<file path="config.mk">
export PLATFORM = sky130hd
export DESIGN_NAME = tlk2711_tx_sched_flat
export DESIGN_NICKNAME = d
export VERILOG_FILES = /design/src/rtl/tlk2711_tx_sched_if.sv /design/src/rtl/tlk2711_tx_sched.sv /design/src/flat_wrapper.sv
export SDC_FILE = /design/constraint.sdc
export NUM_CORES = 1
export LEC_CHECK = 0
export ABC_AREA = 1
export CAP_MARGIN = 30
export CORE_MARGIN = 2
export CORE_UTILIZATION = 35
export CTS_BUF_LIST = sky130_fd_sc_hd__clkbuf_16
export DETAILED_ROUTE_END_ITERATION = 16
export DONT_BUFFER_PORTS = 1
export HOLD_SLACK_MARGIN = 0.06
export SLEW_MARGIN = 30
export SYNTH_ARGS = -nofsm -noshare
export SYNTH_HDL_FRONTEND = slang
export SYNTH_SLANG_ARGS = --single-unit
export TNS_END_PERCENT = 30
</file>
<file path="constraint.sdc">
create_clock -name tx_clk -period 2.75 [get_ports tx_clk]
set_input_delay 0.6875 -clock tx_clk [delete_from_list [all_inputs] [get_ports tx_clk]]
set_output_delay 0.6875 -clock tx_clk [all_outputs]
set_load 0.05 [all_outputs]
</file>
<file path="src/rtl/tlk2711_tx_sched_if.sv">
// Per-channel word-stream handshake bundle between the packet FIFOs and the
// TLK2711 transmit scheduler; channel k owns s_data[16k+15:16k].
interface tlk2711_tx_sched_if #(
  parameter int NUM_CH = 4
);
  logic [NUM_CH-1:0]    s_valid;
  logic [NUM_CH*16-1:0] s_data;
  logic [NUM_CH-1:0]    s_last;
  logic [NUM_CH-1:0]    s_ready;

  modport master (output s_valid, output s_data, output s_last, input s_ready);
  modport slave  (input s_valid, input s_data, input s_last, output s_ready);
endinterface

</file>
<file path="src/rtl/tlk2711_tx_sched.sv">
// Round-robin TX scheduler sharing one TLK2711 lane: SOF/HDR/payload/[CRC]/EOF framing,
// K28.5 idle fill, link bring-up and control pins. Optional CRC-16 via TLK2711_TX_CRC_EN.
module tlk2711_tx_sched #(
  parameter int NUM_CH    = 4,
  parameter int IDLE_GAP  = 2,
  parameter int INIT_IDLE = 64
) (
  input  logic                tx_clk,
  input  logic                rst,
  tlk2711_tx_sched_if.slave   src,
  input  logic                i_loopback_req,
  output logic [15:0]         o_txd,
  output logic                o_tkmsb,
  output logic                o_tklsb,
  output logic                o_enable,
  output logic                o_lckrefn,
  output logic                o_loopen,
  output logic                o_prbsen,
  output logic                o_testen,
  output logic                o_busy,
  output logic [2:0]          o_grant_ch
);

  localparam int GW = $clog2(IDLE_GAP + 1);
  localparam int IW = $clog2(INIT_IDLE + 1);

  localparam logic [15:0] W_IDLE = 16'hBCC5;
  localparam logic [15:0] W_SOF  = 16'hBCAB;
  localparam logic [15:0] W_EOF  = 16'hBCB5;

  typedef enum logic [2:0] {
    ST_INIT,
    ST_IDLE,
    ST_SOF,
    ST_HDR,
    ST_DATA,
`ifdef TLK2711_TX_CRC_EN
    ST_CRC,
`endif
    ST_EOF
  } state_t;

  state_t          state_q, state_d;
  logic [GW-1:0]   gap_q, gap_d;
  logic [IW-1:0]   init_cnt_q, init_cnt_d;
  logic [2:0]      last_q, last_d;

  logic [15:0]     txd_q, txd_d;
  logic            tkmsb_q, tkmsb_d;
  logic            tklsb_q, tklsb_d;
  logic            enable_q, enable_d;
  logic            lckrefn_q, lckrefn_d;
  logic            loopen_q, loopen_d;
  logic            busy_q, busy_d;
  logic [2:0]      grant_ch_q, grant_ch_d;

  logic            sel_valid;
  logic            sel_last;
  logic [15:0]     sel_data;
  logic            hs;
  logic            any_valid;
  logic            found;
  logic [2:0]      pick;

`ifdef TLK2711_TX_CRC_EN
  logic [15:0]     crc_q, crc_d;

  // CRC-16-CCITT over one 16-bit word, most significant bit (upper byte) first.
  function automatic logic [15:0] crc16_word(input logic [15:0] crc, input logic [15:0] data);
    logic [15:0] c;
    c = crc;
    for (int b = 15; b >= 0; b--) begin
      if (c[15] ^ data[b]) c = {c[14:0], 1'b0} ^ 16'h1021;
      else                 c = {c[14:0], 1'b0};
    end
    return c;
  endfunction
`endif

  // Round-robin search from the channel after the last grant; also muxes the granted source.
  always_comb begin
    found     = 1'b0;
    pick      = last_q;
    sel_valid = 1'b0;
    sel_last  = 1'b0;
    sel_data  = 16'h0000;
    any_valid = |src.s_valid;
    for (int i = 1; i <= NUM_CH; i++) begin
      for (int k = 0; k < NUM_CH; k++) begin
        if (!found && (k == (int'(last_q) + i) % NUM_CH) && src.s_valid[k]) begin
          found = 1'b1;
          pick  = 3'(k);
        end
      end
    end
    for (int k = 0; k < NUM_CH; k++) begin
      src.s_ready[k] = (state_q == ST_DATA) && (last_q == 3'(k));
      if (last_q == 3'(k)) begin
        sel_valid = src.s_valid[k];
        sel_last  = src.s_last[k];
        sel_data  = src.s_data[16*k +: 16];
      end
    end
  end

  assign hs = (state_q == ST_DATA) && sel_valid;

  always_comb begin
    state_d    = state_q;
    gap_d      = gap_q;
    init_cnt_d = init_cnt_q;
    last_d     = last_q;
    unique case (state_q)
      ST_INIT: begin
        if (init_cnt_q != IW'(INIT_IDLE)) init_cnt_d = init_cnt_q + IW'(1);
        if (init_cnt_q == IW'(INIT_IDLE - 1)) begin
          state_d = ST_IDLE;
          gap_d   = GW'(IDLE_GAP);
        end
      end
      ST_IDLE: begin
        if (gap_q != GW'(IDLE_GAP)) gap_d = gap_q + GW'(1);
        // A pending loopback request blocks new grants.
        if (!i_loopback_req && (gap_q == GW'(IDLE_GAP)) && any_valid && found) begin
          last_d  = pick;
          state_d = ST_SOF;
        end
      end
      ST_SOF: state_d = ST_HDR;
      ST_HDR: state_d = ST_DATA;
      ST_DATA: begin
        if (hs && sel_last) begin
`ifdef TLK2711_TX_CRC_EN
          state_d = ST_CRC;
`else
          state_d = ST_EOF;
`endif
        end
      end
`ifdef TLK2711_TX_CRC_EN
      ST_CRC: state_d = ST_EOF;
`endif
      ST_EOF: begin
        gap_d   = '0;
        state_d = ST_IDLE;
      end
      default: state_d = ST_INIT;
    endcase
  end

`ifdef TLK2711_TX_CRC_EN
  always_comb begin
    crc_d = crc_q;
    if (state_q == ST_SOF) crc_d = 16'hFFFF;
    else if (hs)           crc_d = crc16_word(crc_q, sel_data);
  end
`endif

  // Pin decode of the current state; registered below, so pins trail the FSM by one cycle.
  always_comb begin
    txd_d      = W_IDLE;
    tkmsb_d    = 1'b1;
    tklsb_d    = 1'b0;
    enable_d   = 1'b1;
    lckrefn_d  = 1'b1;
    loopen_d   = 1'b0;
    busy_d     = 1'b0;
    grant_ch_d = grant_ch_q;
    unique case (state_q)
      ST_INIT: ;
      ST_IDLE: loopen_d = i_loopback_req;
      ST_SOF: begin
        txd_d      = W_SOF;
        busy_d     = 1'b1;
        grant_ch_d = last_q;
      end
      ST_HDR: begin
        txd_d      = {8'h00, 5'b00000, last_q};
        tkmsb_d    = 1'b0;
        busy_d     = 1'b1;
        grant_ch_d = last_q;
      end
      ST_DATA: begin
        busy_d     = 1'b1;
        grant_ch_d = last_q;
        if (hs) begin
          txd_d   = sel_data;
          tkmsb_d = 1'b0;
        end
      end
`ifdef TLK2711_TX_CRC_EN
      ST_CRC: begin
        txd_d      = crc_q;
        tkmsb_d    = 1'b0;
        busy_d     = 1'b1;
        grant_ch_d = last_q;
      end
`endif
      ST_EOF: begin
        txd_d      = W_EOF;
        busy_d     = 1'b1;
        grant_ch_d = last_q;
      end
      default: ;
    endcase
  end

  always_ff @(posedge tx_clk or posedge rst) begin
    if (rst) begin
      state_q    <= ST_INIT;
      gap_q      <= '0;
      init_cnt_q <= '0;
      last_q     <= 3'(NUM_CH - 1);
      txd_q      <= W_IDLE;
      tkmsb_q    <= 1'b1;
      tklsb_q    <= 1'b0;
      enable_q   <= 1'b0;
      lckrefn_q  <= 1'b0;
      loopen_q   <= 1'b0;
      busy_q     <= 1'b0;
      grant_ch_q <= 3'd0;
`ifdef TLK2711_TX_CRC_EN
      crc_q      <= 16'hFFFF;
`endif
    end else begin
      state_q    <= state_d;
      gap_q      <= gap_d;
      init_cnt_q <= init_cnt_d;
      last_q     <= last_d;
      txd_q      <= txd_d;
      tkmsb_q    <= tkmsb_d;
      tklsb_q    <= tklsb_d;
      enable_q   <= enable_d;
      lckrefn_q  <= lckrefn_d;
      loopen_q   <= loopen_d;
      busy_q     <= busy_d;
      grant_ch_q <= grant_ch_d;
`ifdef TLK2711_TX_CRC_EN
      crc_q      <= crc_d;
`endif
    end
  end

  assign o_txd      = txd_q;
  assign o_tkmsb    = tkmsb_q;
  assign o_tklsb    = tklsb_q;
  assign o_enable   = enable_q;
  assign o_lckrefn  = lckrefn_q;
  assign o_loopen   = loopen_q;
  assign o_prbsen   = 1'b0;
  assign o_testen   = 1'b0;
  assign o_busy     = busy_q;
  assign o_grant_ch = grant_ch_q;

endmodule

</file>
<file path="src/flat_wrapper.sv">
// flat-port wrapper written by rule: the top's interface ports become plain ports
module tlk2711_tx_sched_flat 
#(
  parameter int NUM_CH    = 4,
  parameter int IDLE_GAP  = 2,
  parameter int INIT_IDLE = 64
)
  (tx_clk, rst, i_loopback_req, o_txd, o_tkmsb, o_tklsb, o_enable, o_lckrefn, o_loopen, o_prbsen, o_testen, o_busy, o_grant_ch, src_s_valid, src_s_data, src_s_last, src_s_ready);
  tlk2711_tx_sched_if #(.NUM_CH(NUM_CH)) src_i ();
  input  logic tx_clk;
  input  logic rst;
  input  logic i_loopback_req;
  output logic [15:0] o_txd;
  output logic o_tkmsb;
  output logic o_tklsb;
  output logic o_enable;
  output logic o_lckrefn;
  output logic o_loopen;
  output logic o_prbsen;
  output logic o_testen;
  output logic o_busy;
  output logic [2:0] o_grant_ch;
  input wire logic [$bits(src_i.s_valid)-1:0] src_s_valid;
  input wire logic [$bits(src_i.s_data)-1:0] src_s_data;
  input wire logic [$bits(src_i.s_last)-1:0] src_s_last;
  output wire logic [$bits(src_i.s_ready)-1:0] src_s_ready;
  assign src_i.s_valid = src_s_valid;
  assign src_i.s_data = src_s_data;
  assign src_i.s_last = src_s_last;
  assign src_s_ready = src_i.s_ready;
  tlk2711_tx_sched #(.NUM_CH(NUM_CH), .IDLE_GAP(IDLE_GAP), .INIT_IDLE(INIT_IDLE)) u_core (.tx_clk(tx_clk), .rst(rst), .src(src_i), .i_loopback_req(i_loopback_req), .o_txd(o_txd), .o_tkmsb(o_tkmsb), .o_tklsb(o_tklsb), .o_enable(o_enable), .o_lckrefn(o_lckrefn), .o_loopen(o_loopen), .o_prbsen(o_prbsen), .o_testen(o_testen), .o_busy(o_busy), .o_grant_ch(o_grant_ch));
endmodule
</file>
==> results of run 1 <==
[metal layers]
layer  share of wire (%)  GRT usage, %  up-vias
li1                    -             -      918
met1                  42         21.82      867
met2                  45         27.97       84
met3                 9.2         5.435       16
met4                 3.2         8.333        0
met5                   0             0        -
[metrics by stage]
stage / hold WS (ns) / utilization, %
2_1_floorplan: 0.4416 / -
3_3_place_gp: 0.4561 / 37.30
3_5_place_dp: 0.4582 / 37.30
4_1_cts: 0.3213 / 39.62
5_1_grt: 0.3499 / 39.62
6_report: 0.3030 / 39.62
[synthesized netlist by cell type]
cell type | instances | area, um2
o211ai_1 | 2 | 15.01
a211oi_1 | 3 | 22.52
o22ai_1 | 4 | 25.02
o21ai_1 | 4 | 20.02
nor2_2 | 3 | 18.77
nor3_1 | 2 | 10.01
dfstp_2 | 12 | 315.3
nor2_4 | 1 | 11.26
or2_2 | 3 | 18.77
a31oi_1 | 6 | 37.54
a22o_1 | 7 | 61.31
nand2_1 | 51 | 191.4
nand4_2 | 1 | 12.51
buf_2 | 1 | 5.000
nand2_2 | 2 | 12.51
o21ai_0 | 13 | 65.06
xor2_1 | 5 | 43.79
xnor2_1 | 1 | 8.760
nand3_1 | 17 | 85.08
nand4_1 | 4 | 25.02
buf_4 | 8 | 60.06
nor2_1 | 33 | 123.9
clkbuf_1 | 5 | 18.77
inv_2 | 7 | 26.28
dfrtp_1 | 24 | 600.6
a21oi_1 | 17 | 85.08
inv_1 | 28 | 105.1
o221ai_1 | 3 | 26.28
a32oi_1 | 1 | 8.760
conb_1 | 2 | 7.510
ha_1 | 3 | 37.54
o41ai_1 | 1 | 8.760
o2111ai_1 | 1 | 8.760
nor4_1 | 2 | 12.51
[flip-flops by register name, indices dropped and copies added (netlist names), 2 cells and up]
name	count
u_core.o_txd	16
u_core.init_cnt_q	7
u_core.state_q	3
u_core.gap_q	2
u_core.last_q	2
u_core.o_grant_ch	2
[how the worst max path moves through the flow]
stage | endpoint | cells after the start
floorplan | src_s_ready[2] | 5
global placement | src_s_ready[1] | 5
detailed placement | src_s_ready[1] | 5
CTS | src_s_ready[1] | 5
global route | src_s_ready[1] | 5
finish | src_s_ready[1] | 5
[where the power goes]
part	internal, mW	total [mW]	switching, mW
clock network	0.327	0.528	0.201
logic	0.451	1.32	0.874
registers	0.785	1.27	0.483
total	1.56	3.12	1.56
[cells by family after synthesis]
family	Yosys count	synth area share (%)
other	2	0.3518
buffers and inverters	49	10.08
XOR/XNOR	6	2.462
AO/OA/AOI/OAI	62	18.00
flip-flops	36	42.91
AND/OR/NAND/NOR	119	24.44
adder cells (fa/ha/maj)	3	1.759
[layout make-up]
type	instances	area, um2
clock buffer	5	125.1
inverter	35	131.4
tap	75	93.84
clock inverter	3	12.51
fill	610	3575
sequential	36	915.9
timing repair buffer	7	52.55
multi-input combinational	195	1015
==> summary by stage, run 1 <==
Floorplanning
During I/O placement, the number of pins put on the boundary was between 100 and 150. In this run the horizontal extent of the chip is about 80 um. The die footprint is a little under 7000 um2. From bottom edge to top edge, the die measures approximately 80 um.

The initial utilization of the core area, before any placement, comes to a little over a third. The initialized floorplan defines 28 standard-cell rows. The core area is about 5900 um2.

Cells and area
Cells with a size suffix above 1 make up between 10 and 15% of the layout. Summing all non-filler instances in the final layout gives an area of about 2300 um2. The library cells used most frequently in the layout, excluding fill and tap cells, are 51 x nand2_1, 33 x nor2_1, 30 x inv_1. The number of antenna diodes is 0. The net count of the finished layout is 358. The most common cell after layout, fill and taps aside is nand2_1.

From synthesis to final layout, the design area changed by 9.906%. The non-filler instance count after layout is ~360.

Place
The instance area after placement is around 2200 um2. Counting tap cells, the placed design contains a total of about 350 instances. Before CTS, the worst setup slack after placement is roughly 0.63 ns.

The placer's final routability congestion estimate is 0.9320. The number of input and output port buffers inserted is 0. The sum of net half-perimeters after detailed placement is about 4.4 mm.

STA
Setup violations remaining at the end of the flow were counted as 0. The setup clock skew after layout is roughly 0.0053 ns. For the finished layout, the period the worst path requires is about 2.4 ns. In the final timing run, aggregate negative setup slack is 0 ns. The final number of hold-violating endpoints is 0.

The maximum operating frequency is about 410 MHz. In the finished design, the share of the clock period the worst path needs comes to approximately nine tenths. The number of pins with negative max-slew slack in the final report is 0. Setup repair after global routing left no endpoint under its margin. In this run the tightest slew margin relative to its limit is 42.58%. The worst path meets setup with roughly 0.32 ns of slack. For the pin with the worst max-slew slack, the measured transition is between 0.8 and 0.9 ns.

GRT
Entering global routing, the biggest net connects 26 pins. The initial antenna violation count is 1. For this run the aggregate overflow at the end of global routing stands at 0. The total track usage is between 10% and 20%. The number of global-route vias before repair is 1922. The global-route wire length before repair is a little over 9 mm.

CTS
The latest clock arrival within the worst-skew pair is ~0.28 ns. After clock tree synthesis, the setup repair step added 0 buffers. Clock tree synthesis inserted a total of 5 buffers. Clock-pin slew was measured on the worst setup and hold paths at about 0.060 ns. The post-cts hold buffer count is 0. Once the clock tree was built, the resizer swapped 0 gates to a different size. The count of H-tree levels built during CTS is 2. TritonCTS built the clock tree. No sink is reached through more buffers than the 2 on the longest clock path. The clock root buffer is clkbuf_16. Clock tree synthesis found a total of 36 sinks.

Yosys
Counting flops and latches in the post-synthesis netlist gives 36. After synthesis, flip-flops and latches occupy between 40% and 50% of the total area. The cell area that synthesis handed to floorplanning was around 2100 um2.

The mean cell area of the mapped netlist is just under 8 um2. The cell count after synthesis is between 200 and 300. The number of different library cells used by synthesis comes to 34. The number of warnings issued by yosys is 0.

Critical path
STA puts the critical path data arrival time at around 1.7 ns. For this run, the slowest stage of the critical path takes between 0.6 and 0.7 ns. For the worst flop-to-flop path, the logic depth is 9. The cell repeated most along the worst path is nor2_1.

The critical-path maximum fanout is 12. In this run the critical register-to-register path is captured at u_core.o_txd[1]$_DFF_PP0_. The worst register-to-register path begins at u_core.last_q[1]$_DFFE_PP1P_.

The signal on the critical path passes through inv_2 -> nor2_1 -> inv_1 -> nor2_1 -> buf_4. The internal reg-to-reg setup slack is roughly 0.68 ns. Counting both buffers and inverters, the worst setup path holds a total of 3. Data on the critical path is required at its endpoint by 2.06 ns. The worst setup path is of the flip-flop to output port kind.

In this run the worst setup path begins at u_core.last_q[0]$_DFFE_PP1P_. The critical-path cell with the highest stage delay is dfstp_2. The startpoint kind of the worst setup timing path is a flip-flop. In this design, the largest share of critical-path delay is due to flip-flops.

STA classifies the critical path endpoint as an output port.

Detailed routing
The detail route stage leaves a number of antenna-violating nets equal to 0. Summing over every cut layer, the via total after detailed routing is approximately 1900. The detailed router finished its first iteration with between 90 and 100 violations. The detail-routed via count per cell is ~5.3. Dividing the detail-routed wire length by the instance count gives 15.68 um. The number of iterations in the first detailed-routing pass is 4. The number of remaining DRC errors is 0. Summed over all layers, the routed wires come to between 5 and 6 mm.

Hold path
The path type of the worst min-delay path is primary input to async pin.

Job
Across the run, the number of max-cap violations was 0.

Power
VDD sags by at most 0.5127 mV. The overall power of the completed layout is roughly 3.1 mW. The static leakage is roughly 1.1 nW. In this run the power density over the cells is 1330 nW/um2.

Run status
The run finished with clean final reports.
No activity file was read; power rests on OpenSTA's default activity.
==> run 2: changes to the inputs <==
- ABC_CLOCK_PERIOD_IN_PS: default -> 2750
==> results of run 2 <==
No change in the layout: final DEF, timing and power equal those of run 1.
==> run 3: changes to the inputs <==
- CORE_ASPECT_RATIO: default -> 0.5
- CTS_BUF_LIST: sky130_fd_sc_hd__clkbuf_16 -> sky130_fd_sc_hd__clkbuf_4
==> run 3 against run 2 <==
Sequential share of layout area increased by 1.2 points. Clock skew is 0.0061 ns higher. Die area grew 0.56%. Wire length decreased by 1.3%. Flip-flop and latch count stayed put. Non-clock buffer count increased by 1. Maximum frequency up 3.0%. Via count shrank 1.4%. Combinational power hardly changed. Hold slack gained 0.031 ns. Sequential power about the same. Largest power group unchanged.
==> summary by stage, run 3 (synthesis gave the netlist of run 1 again) <==
Run status
The run finished with clean final reports.

STA
The transition time of the tightest slew-check pin is 0.8746 ns (+0.01275 ns). The setup total negative slack is 0 ns (unchanged). The maximum operating frequency came to 424.3 MHz (+3.0%).

The post-route minimum period was 2.357 ns (-0.07118 ns). The setup clock skew after layout came to 0.01135 ns (+0.006057 ns). The final number of setup-violating endpoints is 0 (unchanged). The number of pins with negative max-slew slack in the final report is 0 (unchanged). The final number of hold-violating endpoints was 0 (unchanged).

The tightest hold margin is 0.3338 ns (+0.03076 ns). The fraction of the cycle the final worst path needs was 85.71% (-2.6 points). Setup repair after global routing left no endpoint under its margin. The normalized max-slew margin is 41.73% (-0.85 points).

Place
The sum of net half-perimeters after detailed placement is 4.347 mm (-1.1%). The cell total after placement came to 351 (+0.86%). The number of input and output port buffers inserted came to 0 (unchanged). The placer's final routability congestion estimate is 0.8242 (-12%).

Power
The combinational share of power is 46.2% (+3.8 points). The share of total power consumed by net switching is 53.06% (+3.1 points). The total power divided by cell area is 1274 nW/um2 (-4.2%). The fraction of power consumed by sequential logic was 43.7% (+3.1 points). The internal power is 1.361 mW (-13%). The switching power summed over all nets came to 1.538 mW (-1.3%). The clock network power share is 10.1% (-6.8 points).

The static leakage is 1.037 nW (-3.5%). The maximum resistive drop on vdd is 0.3025 mV (-41%).

Critical path
The stage delay of the slowest cell on the critical path was 0.41 ns (-0.20 ns). Among cell families on the critical path, the largest total delay comes from buffers and inverters. For this design, the slowest cell found on the critical path is dfrtp_1. The critical-path maximum fanout is 6 (-6). The combined buffer and inverter count along the critical path is 3 (unchanged).

The cell repeated most along the worst path is nor2_1. The setup path with the least slack is of type flip-flop to output port. The signal on the critical path passes through nor2_1 -> inv_1 -> nor2_1 -> inv_1 -> nor2_1 -> buf_4. The worst path arrival time was 1.67 ns (-0.07 ns). The number of cells on the worst reg-to-reg path is 11 (+2). In this run the critical register-to-register path is launched from u_core.last_q[0]$_DFFE_PP1P_. The capturing point of the worst reg2reg path is u_core.state_q[0]$_DFFE_PP0P_.

The critical path required time was 2.06 ns (about the same). STA classifies the critical path startpoint as a flip-flop. STA classifies the critical path endpoint as an output port. The internal reg-to-reg setup slack is 0.61 ns (-0.07 ns).

Cells and area
The number of antenna diodes is 0 (unchanged). The most common cell after layout, fill and taps aside is nand2_1. The flip-flop count of the largest register, all copies and words added was 16 (unchanged). The net count of the finished layout is 359 (+0.28%). Relative to the synthesized area, the layout overhead comes to 6.565%. The library cells used most frequently in the layout, excluding fill and tap cells, are 51 x nand2_1, 33 x nor2_1, 28 x inv_1. The proportion of layout cells with a drive suffix above 1 is 15.60% (+0.66 points). The non-filler instance count after layout is 359 (+0.84%).

Floorplanning
The vertical extent of the die is 59.22 um (-28%). The starting density of the core is 35.69% (-0.36 points). The number of rows in the core area is 20 (-29%). The boundary pin count was 106 (unchanged). The chip width was 114.4 um (+39%). The die footprint is 6777 um2 (+0.56%). The core area is 5981 um2 (+1.0%).

CTS
The count of H-tree levels built during CTS came to 2 (unchanged). The number of CTS-inserted buffers is 5 (unchanged). The clock tree from TritonCTS is built. The number of gates resized after cts came to 0 (unchanged). The maximum root-to-sink buffer count is 2 (unchanged). The number of buffers added for setup after CTS is 0 (unchanged). The latest clock arrival within the worst-skew pair came to 0.34 ns (+0.06 ns). The TritonCTS sink count is 36 (unchanged). Clock tree synthesis selected as its root buffer the cell clkbuf_4. The post-cts hold buffer count is 0 (unchanged). The CTS clock-pin slew for the worst setup and hold paths is 0.11 ns (+0.05 ns).

GRT
The number of global-route vias before repair is 1762 (-8.3%). The global-route wire length before repair is 8.473 mm (-6.5%). The pin count of the biggest net entering global routing came to 37 (+42%). The total track usage is 16.13% (-1.5 points).

The total congestion overflow is 0 (unchanged). The initial antenna violation count is 0 (-1).

Detailed routing
The overall via count from detail_route was 1859 (-1.4%). The count of antenna-violating nets left after detailed routing is 0 (unchanged). The wire length reported by the detailed router came to 5.507 mm (-1.3%). The number of remaining DRC errors came to 0 (unchanged). The number of iterations in the first detailed-routing pass is 4 (unchanged). The detail-routed via count per cell is 5.178 (-2.2%). The initial detailed-routing violation count came to 171 (+82%). The average wire per cell in the routed design is 15.34 um (-2.2%).

Hold path
In this run the worst hold path is classified as primary input to async pin.

Job
The max-capacitance violation count is 0 (unchanged).
## run 3: cell types whose count changed in the layout (fill, tap and decap cells not counted), sizes merged
| cell | before | now |
|---|---|---|
| inv | 37 | 35 |
| clkbuf | 5 | 7 |
| buf | 7 | 8 |
## run 3: how the worst max path moves through the flow
stage / from / to / slack (ns) / depth (start not counted)
after floorplan: u_core.last_q[1]$_DFFE_PP1P_ / src_s_ready[2] / 0.42 / 5
after global placement: u_core.last_q[0]$_DFFE_PP1P_ / u_core.o_txd[1]$_DFF_PP0_ / 0.66 / 11
after detailed placement: u_core.last_q[0]$_DFFE_PP1P_ / u_core.state_q[0]$_DFFE_PP0P_ / 0.64 / 11
after CTS: u_core.last_q[0]$_DFFE_PP1P_ / src_s_ready[3] / 0.38 / 3
after global routing: u_core.state_q[1]$_DFFE_PP0P_ / src_s_ready[1] / 0.18 / 6
final: u_core.state_q[0]$_DFFE_PP0P_ / src_s_ready[1] / 0.39 / 6
## run 3: final cells by class
cell class	count	area [um2]
clock inverters	1	3.754
fillers	634	3706
multi-input cells	195	1015
inverters	35	131.4
well taps	77	96.34
repair buffers	8	60.06
clock buffers	7	52.55
flip-flops and latches	36	915.9
## run 3: metrics by stage
stage,setup slack (ns),power [mW],util (%),cell area [um2]
after detailed placement,0.6360,2.619,37.09,2218
after global routing,0.1762,3.152,38.03,2275
after global placement,0.6631,2.580,37.09,2218
after floorplan,0.4223,2.319,-,2146
final,0.3930,2.899,38.03,2275
after CTS,0.3760,2.909,38.03,2275
## run 3: layer usage
layer | global-route usage (%) | share of wire [%] | vias to the layer above
met1 | 20.97 | 45 | 868
li1 | - | - | 924
met4 | 5.052 | 0.73 | 0
met2 | 25.78 | 47 | 63
met5 | 0 | 0 | -
met3 | 5.419 | 7.8 | 4
## run 3: power by group through the flow
stage          Clock, mW  Sequential, mW  Combinational [mW]
6_report           0.292            1.27                1.34
5_1_grt            0.322            1.30                1.53
4_1_cts            0.297            1.27                1.34
3_5_place_dp           0            1.28                1.34
3_3_place_gp           0            1.27                1.31
2_1_floorplan          0            1.21                1.11
==> patch: new RTL, flow settings as in run 2 <==
Encoding of `state_t`: now Gray code (3 bits for 6 states).
--- a/src/rtl/tlk2711_tx_sched.sv
+++ b/src/rtl/tlk2711_tx_sched.sv
@@ -31,7 +31,7 @@
   typedef enum logic [2:0] {
-    ST_INIT,
-    ST_IDLE,
-    ST_SOF,
-    ST_HDR,
-    ST_DATA,
+    ST_INIT = 3'b000,
+    ST_IDLE = 3'b001,
+    ST_SOF  = 3'b011,
+    ST_HDR  = 3'b010,
+    ST_DATA = 3'b110,
 `ifdef TLK2711_TX_CRC_EN
@@ -39,3 +39,3 @@
 `endif
-    ST_EOF
+    ST_EOF  = 3'b111
   } state_t;
Behaviour: same outputs for any inputs over 4 cycles, from zero or initial values and one cycle with rst high; so few cycles prove little.
==> patch against run 2 <==
Design area rose by 6.8%. Setup slack lost 0.044 ns. Area after synthesis grew 7.0%. Power is 9.3% higher. Via count increased by 2.4%. Sequential share of layout area shrank 2.5 points. Clock power grew 1%. Fmax down 1.8%. Sequential cell count unchanged. Routed wire length increased by 7.3%. Final cell count decreased by 1.4%. Count of clock-buffer cells in the layout unchanged. Combinational power rose by 14%. Highest routed layer unchanged.
==> patch: results (changes against run 2) <==
Yosys
  – Post-synthesis compound-gate area fraction: 0.185 (was 0.180)
  – Top area cells in the synthesized netlist: dfrtp_1 26%, dfstp_2 14%, nand2_1 7.7% (was dfrtp_1 28%, dfstp_2 15%, nand2_1 9.0%)
  – Post-synth cell types: 47 (was 34)
  – Xor/xnor cell area share of the yosys netlist: 0.0230 (was 0.0246)
  – Seq/Total Area, Yosys: 0.401 (was 0.429)

Routing
  – Iter 0 DRT Violations: 71 (was 94)
  – Via density: 5.50 (was 5.29)
  – Met2 routed WL: 2830 µm (was 2520 µm)
  – DRT met1 WL: 2500 µm (was 2360 µm)
  – Final wirelength: 5990 µm (was 5580 µm)
  – Routed wl met3: 435 µm (was 516 µm)

Power
  – Lkg Pwr: 0.00113 µW (was 0.00107 µW)
  – Cell-internal power: 1640 µW (was 1560 µW)
  – Max VDD drop: 0.000470 V (was 0.000513 V)

GRT
  – Largest net degree at the start of global routing: 23 (was 26)
  – Total GRT Usage: 0.168 (was 0.176)

STA
  – Clock Skew: 0.00895 ns (was 0.00529 ns)
  – Worst-Margin Slew: 0.861 ns (was 0.862 ns)

Final layout
  – Number of fill cells: 682 (was 610)
  – Share of cells above drive strength 1: 0.197 (was 0.149)

Worst setup path
  – Crit path largest cell delay: 0.66 ns (was 0.61 ns)
  – R2R depth: 11 (was 9)
  – Reg2reg end: u_core.o_txd[0] (was u_core.o_txd[1])
  – Reg2reg setup slack: 0.72 ns (was 0.68 ns)
  – Data arrival, critical path: 1.78 ns (was 1.74 ns)
  – Crit Path Max Fanout: 14 (was 12)

Outcome
  – Status: complete, no violations (unchanged)

Placed design
  – Routability cong.: 0.907 (was 0.932)
## patch: cell types whose count changed in the layout (fill, tap and decap cells not counted), sizes merged, moves of 2 or more
| cell | run 2 | this run |
|---|---|---|
| a21oi | 17 | 7 |
| a221oi | 0 | 8 |
| nand3 | 17 | 12 |
| inv | 37 | 34 |
| nand2 | 53 | 51 |
| o22ai | 4 | 6 |
## patch: worst max path at each step
stage	to	slack, ns	cells after the start
2_1_floorplan	src_s_ready[0]	0.41	5
3_3_place_gp	src_s_ready[1]	0.60	5
3_5_place_dp	src_s_ready[1]	0.58	5
4_1_cts	src_s_ready[1]	0.27	5
5_1_grt	src_s_ready[1]	0.18	5
6_report	src_s_ready[1]	0.28	5
## patch: power by group through the flow
stage	Sequential [µW]	Clock, µW	Combinational, µW
after detailed placement	1380	0	1520
after floorplan	1270	0	1310
after CTS	1370	547	1520
after global placement	1370	0	1480
after global routing	1390	566	1700
final	1360	534	1510
## patch: layout make-up
type / instances / area share
multi-input cells: 189 / 0.457
flip-flops and latches: 36 / 0.365
inverters: 33 / 0.0534
clock buffers: 5 / 0.0499
well taps: 77 / 0.0384
repair buffers: 8 / 0.0290
clock inverters: 3 / 0.00649
## patch: routing by layer
metal  GRT usage  vias up
met4      0.0794        0
met1       0.203      917
li1            -      914
met2       0.272       82
met5           0        -
met3      0.0521       18
## patch: cell families (layout without fill, tap and decap cells)
logic type	count (synthesis)	after routing
simple gates	114	114
compound gates	61	61
buf+inv	47	49
flops	36	36
xor+xnor	6	6
fa+ha+maj	3	3
other cells	2	5
## patch: stage by stage
stage / instances / utilization / power [µW] / hold WS [ns] / instance area (µm²)
6_report: 351 / 0.397 / 3410 / 0.373 / 2510
5_1_grt: 351 / 0.397 / 3660 / 0.422 / 2510
2_1_floorplan: 272 / - / 2580 / 0.462 / 2300
3_5_place_dp: 343 / 0.375 / 2890 / 0.485 / 2360
4_1_cts: 351 / 0.397 / 3440 / 0.389 / 2510
3_3_place_gp: 343 / 0.375 / 2860 / 0.492 / 2360
## patch: worst reg2reg max path, stage by stage, from the launching register on
cell and delay [ns]:
dfstp_2 0.66, inv_4 0.13, nor2_4 0.30, inv_2 0.09, nor2_4 0.12, nor3b_4 0.07
o21ai_4 0.14, nand2_4 0.12, inv_2 0.11, nand2_1 0.06, o21ai_1 0.10, inv_1 0.05
